==> src/rtl/mem_ctrl_pkg.sv <==
// Shared types and constants for the single-port RAM controllers.
// Holds the sequencer state encoding, the requester count and the default RAM geometry.
package mem_ctrl_pkg;

   localparam int N_REQ          = 2;
   localparam int DEF_ADDR_WIDTH = 3;
   localparam int DEF_DATA_WIDTH = 8;

   typedef enum logic [1:0] {
      ST_IDLE    = 2'd0,
      ST_ISSUE   = 2'd1,
      ST_CAPTURE = 2'd2,
      ST_CLEAR   = 2'd3
   } state_e;

endpackage

==> src/rtl/rr_arb2.sv <==
// Two-way round-robin grant: a lone requester wins outright, and on a conflict
// the requester that did not win last time is granted.
module rr_arb2
   import mem_ctrl_pkg::*;
(
   input  logic             en,
   input  logic [N_REQ-1:0] req_valid,
   input  logic             last_grant,
   output logic [N_REQ-1:0] grant,
   output logic             grant_id,
   output logic             upd
);

   always_comb begin
      grant_id = 1'b0;
      grant    = '0;
      upd      = 1'b0;
      unique case (req_valid)
         2'b01:   grant_id = 1'b0;
         2'b10:   grant_id = 1'b1;
         2'b11:   grant_id = ~last_grant;
         default: grant_id = 1'b0;
      endcase
      // With a grant the handshake is guaranteed, so the strobe doubles as accept.
      if (en && (req_valid != '0)) begin
         upd             = 1'b1;
         grant[grant_id] = 1'b1;
      end
   end

endmodule

==> src/rtl/mem_port_arbiter.sv <==
// Arbitrates two valid/ready masters onto one single-port RAM, one transaction
// at a time, and runs whole-array clears ahead of normal traffic.
module mem_port_arbiter
   import mem_ctrl_pkg::*;
#(
   parameter int ADDR_WIDTH = DEF_ADDR_WIDTH,
   parameter int DATA_WIDTH = DEF_DATA_WIDTH
)
(
   input  logic                  clk,
   input  logic                  rst,
   // Handshake: a request is accepted on a rising edge where req_valid[i] & req_ready[i].
   input  logic [N_REQ-1:0]      req_valid,
   output logic [N_REQ-1:0]      req_ready,
   input  logic [N_REQ-1:0]      req_we,
   input  logic [ADDR_WIDTH-1:0] req_addr0,
   input  logic [ADDR_WIDTH-1:0] req_addr1,
   input  logic [DATA_WIDTH-1:0] req_wdata0,
   input  logic [DATA_WIDTH-1:0] req_wdata1,
   output logic [N_REQ-1:0]      rsp_valid,
   output logic [DATA_WIDTH-1:0] rsp_rdata,
   input  logic                  clr_req,
   output logic                  clr_done,
   output logic                  mem_we,
   output logic [ADDR_WIDTH-1:0] mem_addr,
   output logic [DATA_WIDTH-1:0] mem_wrdata,
   output logic                  mem_rst,
   input  logic [DATA_WIDTH-1:0] mem_rddata,
   output state_e                dbg_state
);

   state_e                  state_q, state_d;
   logic                    last_grant_q, last_grant_d;
   logic                    owner_q, owner_d;
   logic                    mem_we_q, mem_we_d;
   logic                    mem_rst_q, mem_rst_d;
   logic [ADDR_WIDTH-1:0]   mem_addr_q, mem_addr_d;
   logic [DATA_WIDTH-1:0]   mem_wrdata_q, mem_wrdata_d;
   logic [N_REQ-1:0]        rsp_valid_q, rsp_valid_d;
   logic [DATA_WIDTH-1:0]   rsp_rdata_q, rsp_rdata_d;
   logic                    clr_done_q, clr_done_d;

   logic                    arb_en;
   logic [N_REQ-1:0]        arb_grant;
   logic                    arb_id;
   logic                    arb_upd;

   // A pending clear blocks every grant in the IDLE cycle it is seen.
   assign arb_en = (state_q == ST_IDLE) && !clr_req;

   rr_arb2 u_arb (
      .en         (arb_en),
      .req_valid  (req_valid),
      .last_grant (last_grant_q),
      .grant      (arb_grant),
      .grant_id   (arb_id),
      .upd        (arb_upd)
   );

   always_comb begin
      state_d      = state_q;
      last_grant_d = last_grant_q;
      owner_d      = owner_q;
      mem_we_d     = mem_we_q;
      mem_rst_d    = 1'b0;
      mem_addr_d   = mem_addr_q;
      mem_wrdata_d = mem_wrdata_q;
      rsp_valid_d  = '0;
      rsp_rdata_d  = rsp_rdata_q;
      clr_done_d   = 1'b0;
      unique case (state_q)
         ST_IDLE: begin
            if (clr_req) begin
               mem_rst_d = 1'b1;
               mem_we_d  = 1'b0;
               state_d   = ST_CLEAR;
            end else if (arb_upd) begin
               mem_addr_d   = arb_id ? req_addr1 : req_addr0;
               mem_we_d     = req_we[arb_id];
               mem_wrdata_d = req_we[arb_id] ? (arb_id ? req_wdata1 : req_wdata0) : '0;
               owner_d      = arb_id;
               last_grant_d = arb_id;
               state_d      = ST_ISSUE;
            end
         end
         ST_ISSUE: begin
            // The RAM samples the pins on the edge leaving this state.
            if (mem_we_q) begin
               mem_we_d             = 1'b0;
               rsp_valid_d[owner_q] = 1'b1;
               rsp_rdata_d          = '0;
               state_d              = ST_IDLE;
            end else begin
               state_d = ST_CAPTURE;
            end
         end
         ST_CAPTURE: begin
            rsp_rdata_d          = mem_rddata;
            rsp_valid_d[owner_q] = 1'b1;
            state_d              = ST_IDLE;
         end
         ST_CLEAR: begin
            clr_done_d = 1'b1;
            state_d    = ST_IDLE;
         end
         default: state_d = ST_IDLE;
      endcase
   end

   always_ff @(posedge clk or posedge rst) begin
      if (rst) begin
         state_q      <= ST_IDLE;
         last_grant_q <= 1'b1;
         owner_q      <= 1'b0;
         mem_we_q     <= 1'b0;
         mem_rst_q    <= 1'b0;
         mem_addr_q   <= '0;
         mem_wrdata_q <= '0;
         rsp_valid_q  <= '0;
         rsp_rdata_q  <= '0;
         clr_done_q   <= 1'b0;
      end else begin
         state_q      <= state_d;
         last_grant_q <= last_grant_d;
         owner_q      <= owner_d;
         mem_we_q     <= mem_we_d;
         mem_rst_q    <= mem_rst_d;
         mem_addr_q   <= mem_addr_d;
         mem_wrdata_q <= mem_wrdata_d;
         rsp_valid_q  <= rsp_valid_d;
         rsp_rdata_q  <= rsp_rdata_d;
         clr_done_q   <= clr_done_d;
      end
   end

   assign req_ready  = arb_grant;
   assign rsp_valid  = rsp_valid_q;
   assign rsp_rdata  = rsp_rdata_q;
   assign clr_done   = clr_done_q;
   assign mem_we     = mem_we_q;
   assign mem_addr   = mem_addr_q;
   assign mem_wrdata = mem_wrdata_q;
   assign mem_rst    = mem_rst_q;
   assign dbg_state  = state_q;

endmodule
==> config.mk <==
export PLATFORM = sky130hd
export DESIGN_NAME = mem_port_arbiter
export DESIGN_NICKNAME = d
export VERILOG_FILES = /design/src/rtl/mem_ctrl_pkg.sv /design/src/rtl/rr_arb2.sv /design/src/rtl/mem_port_arbiter.sv
export SDC_FILE = /design/constraint.sdc
export NUM_CORES = 1
export LEC_CHECK = 0
export BUFFER_PORTS_ARGS = -buffer_cell sky130_fd_sc_hd__buf_2
export CAP_MARGIN = 20
export CORE_ASPECT_RATIO = 0.9
export CORE_UTILIZATION = 45
export DETAILED_ROUTE_END_ITERATION = 12
export MAX_ROUTING_LAYER = met4
export PLACE_DENSITY = 0.74
export SYNTH_ARGS = -nofsm -noshare
export SYNTH_HDL_FRONTEND = slang
export SYNTH_HIERARCHICAL = 1
export SYNTH_SLANG_ARGS = --single-unit
==> constraint.sdc <==
create_clock -name clk -period 2.28 [get_ports clk]
set_input_delay 0.114 -clock clk [delete_from_list [all_inputs] [get_ports clk]]
set_output_delay 0.114 -clock clk [all_outputs]
set_load 0.1 [all_outputs]
==> results of run 1 <==
-- cell families after synthesis --
family,synth area share (%)
adder cells (fa/ha/maj),4.66
flip-flops,52.3
AND/OR/NAND/NOR,13.8
buffers and inverters,3.26
multiplexers,9.98
AO/OA/AOI/OAI,16.0
-- final cells by class --
class	count	area [sq um]
fill	259	1010
sequential	28	704
multi-input combinational	90	609
timing repair buffer	67	348
tap	40	50.0
clock inverter	1	30.0
clock buffer	3	22.5
inverter	5	18.8
-- how the worst max path moves through the flow --
stage	cells after the start	to	slack [ns]	start
after global routing	7	mem_wrdata[0]$_DFFE_PP0P_	0.04	dbg_state[0]$_DFFE_PP0P_
final	5	req_ready[1]	0.20	dbg_state[0]$_DFFE_PP0P_
after floorplan	4	req_ready[1]	0.15	dbg_state[0]$_DFFE_PP0P_
after CTS	6	req_ready[0]	0.03	dbg_state[0]$_DFFE_PP0P_
after global placement	7	mem_wrdata[7]$_DFFE_PP0P_	0.38	dbg_state[0]$_DFFE_PP0P_
after detailed placement	7	mem_wrdata[3]$_DFFE_PP0P_	0.22	dbg_state[0]$_DFFE_PP0P_
-- worst max-delay path, cell delays in order, from the launching register on --
cell     delay, ns
dfrtp_2       0.46
inv_1         0.13
ha_2          0.26
nor2b_1       0.22
and2_1        0.14
buf_2         0.41
-- routing by layer --
metal / GRT usage, % / share of wire (%) / wire, microns / up-vias
met5: - / 0 / 0 / -
met4: 5.81 / 1.1 / 33 / 0
met3: 3.85 / 7.8 / 234 / 6
met2: 36.1 / 50 / 1480 / 53
met1: 24.9 / 41 / 1240 / 532
li1: - / - / - / 566
-- timing repair --
item	CTS	global route
hold buffers	1	0
endpoints found under the setup margin	0	4
hold endpoints to repair	27	0
resized for setup	0	3
-- sequential cells by signal, indices dropped and copies added, names as in the netlist --
signal	flops
mem_wrdata	8
dbg_state	2
owner_q	1
rsp_rdata	8
clr_done	1
mem_addr	3
rsp_valid	2
last_grant_q	1
mem_we	1
mem_rst	1
-- placed cells by master (no fill, tap or decap) --
cell / count
a21boi_2: 1
a21oi_1: 1
a21oi_4: 1
a22oi_1: 1
and2_1: 3
buf_2: 63
buf_4: 3
bufinv_16: 1
clkbuf_4: 3
dfrtp_1: 25
dfrtp_2: 2
dfstp_2: 1
dlygate4sd3_1: 1
ha_1: 4
ha_2: 1
inv_1: 5
mux2_2: 3
mux2i_1: 10
nand2_1: 21
nand2b_1: 1
nand3b_1: 1
nand3b_4: 1
nor2_1: 1
nor2b_1: 4
nor3_1: 1
nor3b_1: 1
nor3b_2: 1
o21a_1: 1
o21ai_0: 22
o21ai_1: 8
o21bai_4: 1
o311ai_1: 1
-- stage by stage --
stage | utilization [%] | instances | instance area [sq um]
3_5_place_dp | 61.4 | 229 | 1720
6_report | 63.8 | 234 | 1780
2_1_floorplan | - | 127 | 1360
4_1_cts | 63.7 | 234 | 1780
5_1_grt | 63.8 | 234 | 1780
3_3_place_gp | 61.4 | 229 | 1720
==> flow_summary.toml, run 1 <==
[run_status]
status = "finished clean"

[sta]
fin_ws_ns = 0.202
hold_viol_final = 0
fin_crit_ns = 2.08
max_clock_freq_mhz = 481
min_period_over_period_pct = 91.1
final.setup_skew_ns = 0.00675
worst_hold_slack_ns = 0.00866
worst_slew_pin_slew_ns = 0.494
setup_viol = 0
slew_headroom_pct = 67.0
fin_setup_tns_ns = 0
rsz0062_at_grt = "false"
slew_violations = 0

[clock_tree]
clk_pin_slew_ns = 0.15
numCtsBuffers = 3
cts_setup_buffers = 0
clkLatencyLatePin_ns = 0.33
htree_levels = 1
clock_sinks = 28
cts-root-buf = "clkbuf_4"
cts_tree = "done"
clk_path_buf_depth = 2

[route]
post-route-drc-count = 0
dr.pass1.iters = 4
vias = 1157
ant_nets = 0
vias_per_cell = 4.94
drt_iter0_drc = 30
routed_wirelength_microns = 2990
wire_per_inst_microns = 12.8

[final_layout]
num_antenna_cells = 0
layout.nets = 237
syn_to_final_growth_pct = 32.9
final_layout_size_suffix_gt1_share_pct = 42.3

[yosys]
synth_area_leaders = "dfrtp_1 (50%), o21ai_0 (8.2%), mux2i_1 (7.5%), nand2_1 (5.9%), ha_1 (4.7%)"
synth_top_area_cell = "dfrtp_1"
ys_seq_area_share_pct = 52.3
async_flop_share_pct = 100
synthFlopType = "dfrtp_1"
netlist_instances = 127
synth_seq_cells = 28
yosysWarnings = 6
ys_types = 26
syn_nets = 169
ys_top_cells_by_count = "dfrtp_1 (27), o21ai_0 (22), nand2_1 (21)"
synth_top_cell_area_share_pct = 50.4
syn_area_sq_um = 1340
post_synth.cell_area_avg_sq_um = 10.6
synth_edf_count = 0
synth.most_common_cell = "dfrtp_1"

[die]
rows = 18
dieArea_sq_um = 3200
ios = 65
die_w_microns = 59.6
start_util_pct = 48.0
core_area_sq_um = 2790
die_h_microns = 53.8

[min_path]
min_path_cells = 3
min_to = "rsp_rdata[5]$_DFFE_PP0P_"
hold_path.class = "primary input to register"
min-delay-start = "mem_rddata[5]"

[global_route]
antenna_found_initial = 0
grt_pass1_wl_microns = 4720
grt_max_degree = 29
grtUsageTotal_pct = 20.8
grt_pass1_vias = 1107
globalRouteOverflowTotal = 0

[setup_path]
start_kind = "register"
worstReg2RegStart = "dbg_state[0]$_DFFE_PP0P_"
path_max_fanout = 6
reg2reg_slack_ns = 0.25
worstPathArrival_ns = 1.96
r2r-end = "mem_wrdata[0]$_DFFE_PP0P_"
required_ns = 2.17
path_class = "register to output pin"
reg2reg_depth = 7
end_kind = "output pin"

[placement]
dpl.hpwl_microns = 2280
io_buffers = 64
post-place-ws_ns = 0.218
gp_congestion = 0.794

[run]
drv_cap = 0
Power of run 1 is not shown: default switching activity piles up to over one toggle a cycle in this logic, so the estimate is an artifact.
==> run 2: changes to the inputs <==
--- a/config.mk
+++ b/config.mk
@@ -8,10 +8,10 @@
 export BUFFER_PORTS_ARGS = -buffer_cell sky130_fd_sc_hd__buf_2
 export CAP_MARGIN = 20
 export CORE_ASPECT_RATIO = 0.9
-export CORE_UTILIZATION = 45
+export CORE_UTILIZATION = 41
 export DETAILED_ROUTE_END_ITERATION = 12
 export MAX_ROUTING_LAYER = met4
-export PLACE_DENSITY = 0.74
+export PLACE_DENSITY = 0.71
 export SYNTH_ARGS = -nofsm -noshare
 export SYNTH_HDL_FRONTEND = slang
 export SYNTH_HIERARCHICAL = 1
==> constraint.sdc (replaced) <==
create_clock -name clk -period 1.9 [get_ports clk]
set_input_delay 0.095 -clock clk [delete_from_list [all_inputs] [get_ports clk]]
set_output_delay 0.095 -clock clk [all_outputs]
set_load 0.1 [all_outputs]
==> run 2 against run 1 <==
Net effect: via count up 0.78%; first-iteration DRC count down 17%; sequential share of layout area down 1.4 points; count of clock-buffer cells in the layout up 1; highest routed layer is now met3.
==> flow_summary.toml, run 2 (synthesis gave the netlist of run 1 again) <==
[run_status]
status = "finished clean"

[final_layout]
num_antenna_cells = 0
layout_common_cells = "buf_2 (62), dfrtp_1 (25), o21ai_0 (22)"
n_fill_cell = 287
syn_to_final_growth_pct = 38.8
seqCellArea_sq_um = 709
multiInputGateArea_sq_um = 629
final_layout_size_suffix_gt1_share_pct = 45.0
layout.nets = 243
final_common_cell = "buf_2"

[clock_tree]
cts_tree = "done"
clock_sinks = 28
numCtsBuffers = 3
cts-root-buf = "clkbuf_4"
clkLatencyLatePin_ns = 0.31
clk_pin_slew_ns = 0.14
htree_levels = 1
clk_path_buf_depth = 2

[setup_path]
worstPathArrival_ns = 1.69
critical_path.slowest_cell = "dfrtp_4"
critPathMaxStageDelay_ns = 0.52
path_max_fanout = 6
start_kind = "register"
required_ns = 1.80
path_class = "register to output pin"
end_kind = "output pin"
crit_start = "dbg_state[0]$_DFFE_PP0P_"
worstReg2RegStart = "dbg_state[0]$_DFFE_PP0P_"
path_cells = "inv_2 -> ha_4 -> nor2b_4 -> nand2_1 -> a21oi_4 -> buf_12"

[global_route]
grtUsageTotal_pct = 19.1
globalRouteOverflowTotal = 0
grt_max_degree = 19
grt_pass1_wl_microns = 5190
antenna_found_initial = 0
grt_pass1_vias = 1218

[sta]
hold_viol_final = 0
setup_viol = 0
final.setup_skew_ns = 0.000713
max_clock_freq_mhz = 562
fin_setup_tns_ns = 0
fin_crit_ns = 1.78
rsz0062_at_grt = "false"
worst_slew_pin_slew_ns = 0.642
slew_headroom_pct = 57.2
slew_violations = 0
min_period_over_period_pct = 93.7

[min_path]
min-delay-start = "mem_rddata[1]"
hold_path.class = "primary input to register"

[placement]
io_buffers = 64
gp_congestion = 0.722
dpl.hpwl_microns = 2350

[route]
vias = 1166
drt_iter0_drc = 25
wire_per_inst_microns = 12.3
dr.pass1.iters = 4
ant_nets = 0
post-route-drc-count = 0
vias_per_cell = 4.82
routed_wirelength_microns = 2970

[die]
rows = 19
die_w_microns = 62.3
core_area_sq_um = 3090
die_h_microns = 56.3
ios = 65
dieArea_sq_um = 3500
start_util_pct = 43.4

[run]
drv_cap = 0
run 2: per-stage QoR:
step	instance area (sq um)	utilization [%]	instances	setup WS (ns)	hold WS, ns
finish	1860	60.2	242	0.120	0.0110
global route	1860	60.2	242	0.00378	0.0179
CTS	1830	59.2	239	0.0396	0.000622
detailed placement	1780	57.7	233	0.0737	0.233
global placement	1780	57.7	233	0.194	0.213
floorplan	1380	-	127	0.0426	0.160
run 2: worst paths after layout:
kind / cells after the start / slack (ns) / to
worst max-delay path: 6 / 0.12 / req_ready[0]
min in group asynchronous: 3 / 0.39 / rsp_rdata[2]$_DFFE_PP0P_
worst max register to register: 7 / 0.16 / mem_wrdata[5]$_DFFE_PP0P_
worst min-delay path: 3 / 0.01 / rsp_rdata[1]$_DFFE_PP0P_
worst min register to register: 1 / 0.47 / rsp_valid[0]$_DFF_PP0_
max in group asynchronous: 4 / 0.92 / mem_wrdata[3]$_DFFE_PP0P_
run 2: routing by layer:
layer / routed length (microns) / part of all wire [%] / global-route usage [%]
met3: 183 / 6.2 / 2.85
met2: 1560 / 52 / 35.8
met5: 0 / 0 / -
met1: 1230 / 41 / 21.0
met4: 0 / 0 / 5.32
run 2: final cells by class:
cell class | instances | area share, %
multi-input cells | 90 | 33.8
flip-flops and latches | 28 | 38.1
repair buffers | 73 | 22.8
well taps | 42 | 2.82
clock buffers | 4 | 1.41
inverters | 5 | 1.01
run 2: repair_timing:
action                                  CTS  global route
endpoints found under the setup margin    0            13
gates resized for setup                   0             2
hold endpoints to repair                 17             1
buffers inserted                          0             2
hold buffers                              2             1
run 2: critical path, delay by kind of cell, from the launching register on:
family	cells	cell delay [ns]
flip-flops	1	0.52
adder cells (fa/ha/maj)	1	0.18
AND/OR/NAND/NOR	2	0.25
buffers and inverters	2	0.30
AO/OA/AOI/OAI	1	0.14
Power of run 2 is left out for the same reason.
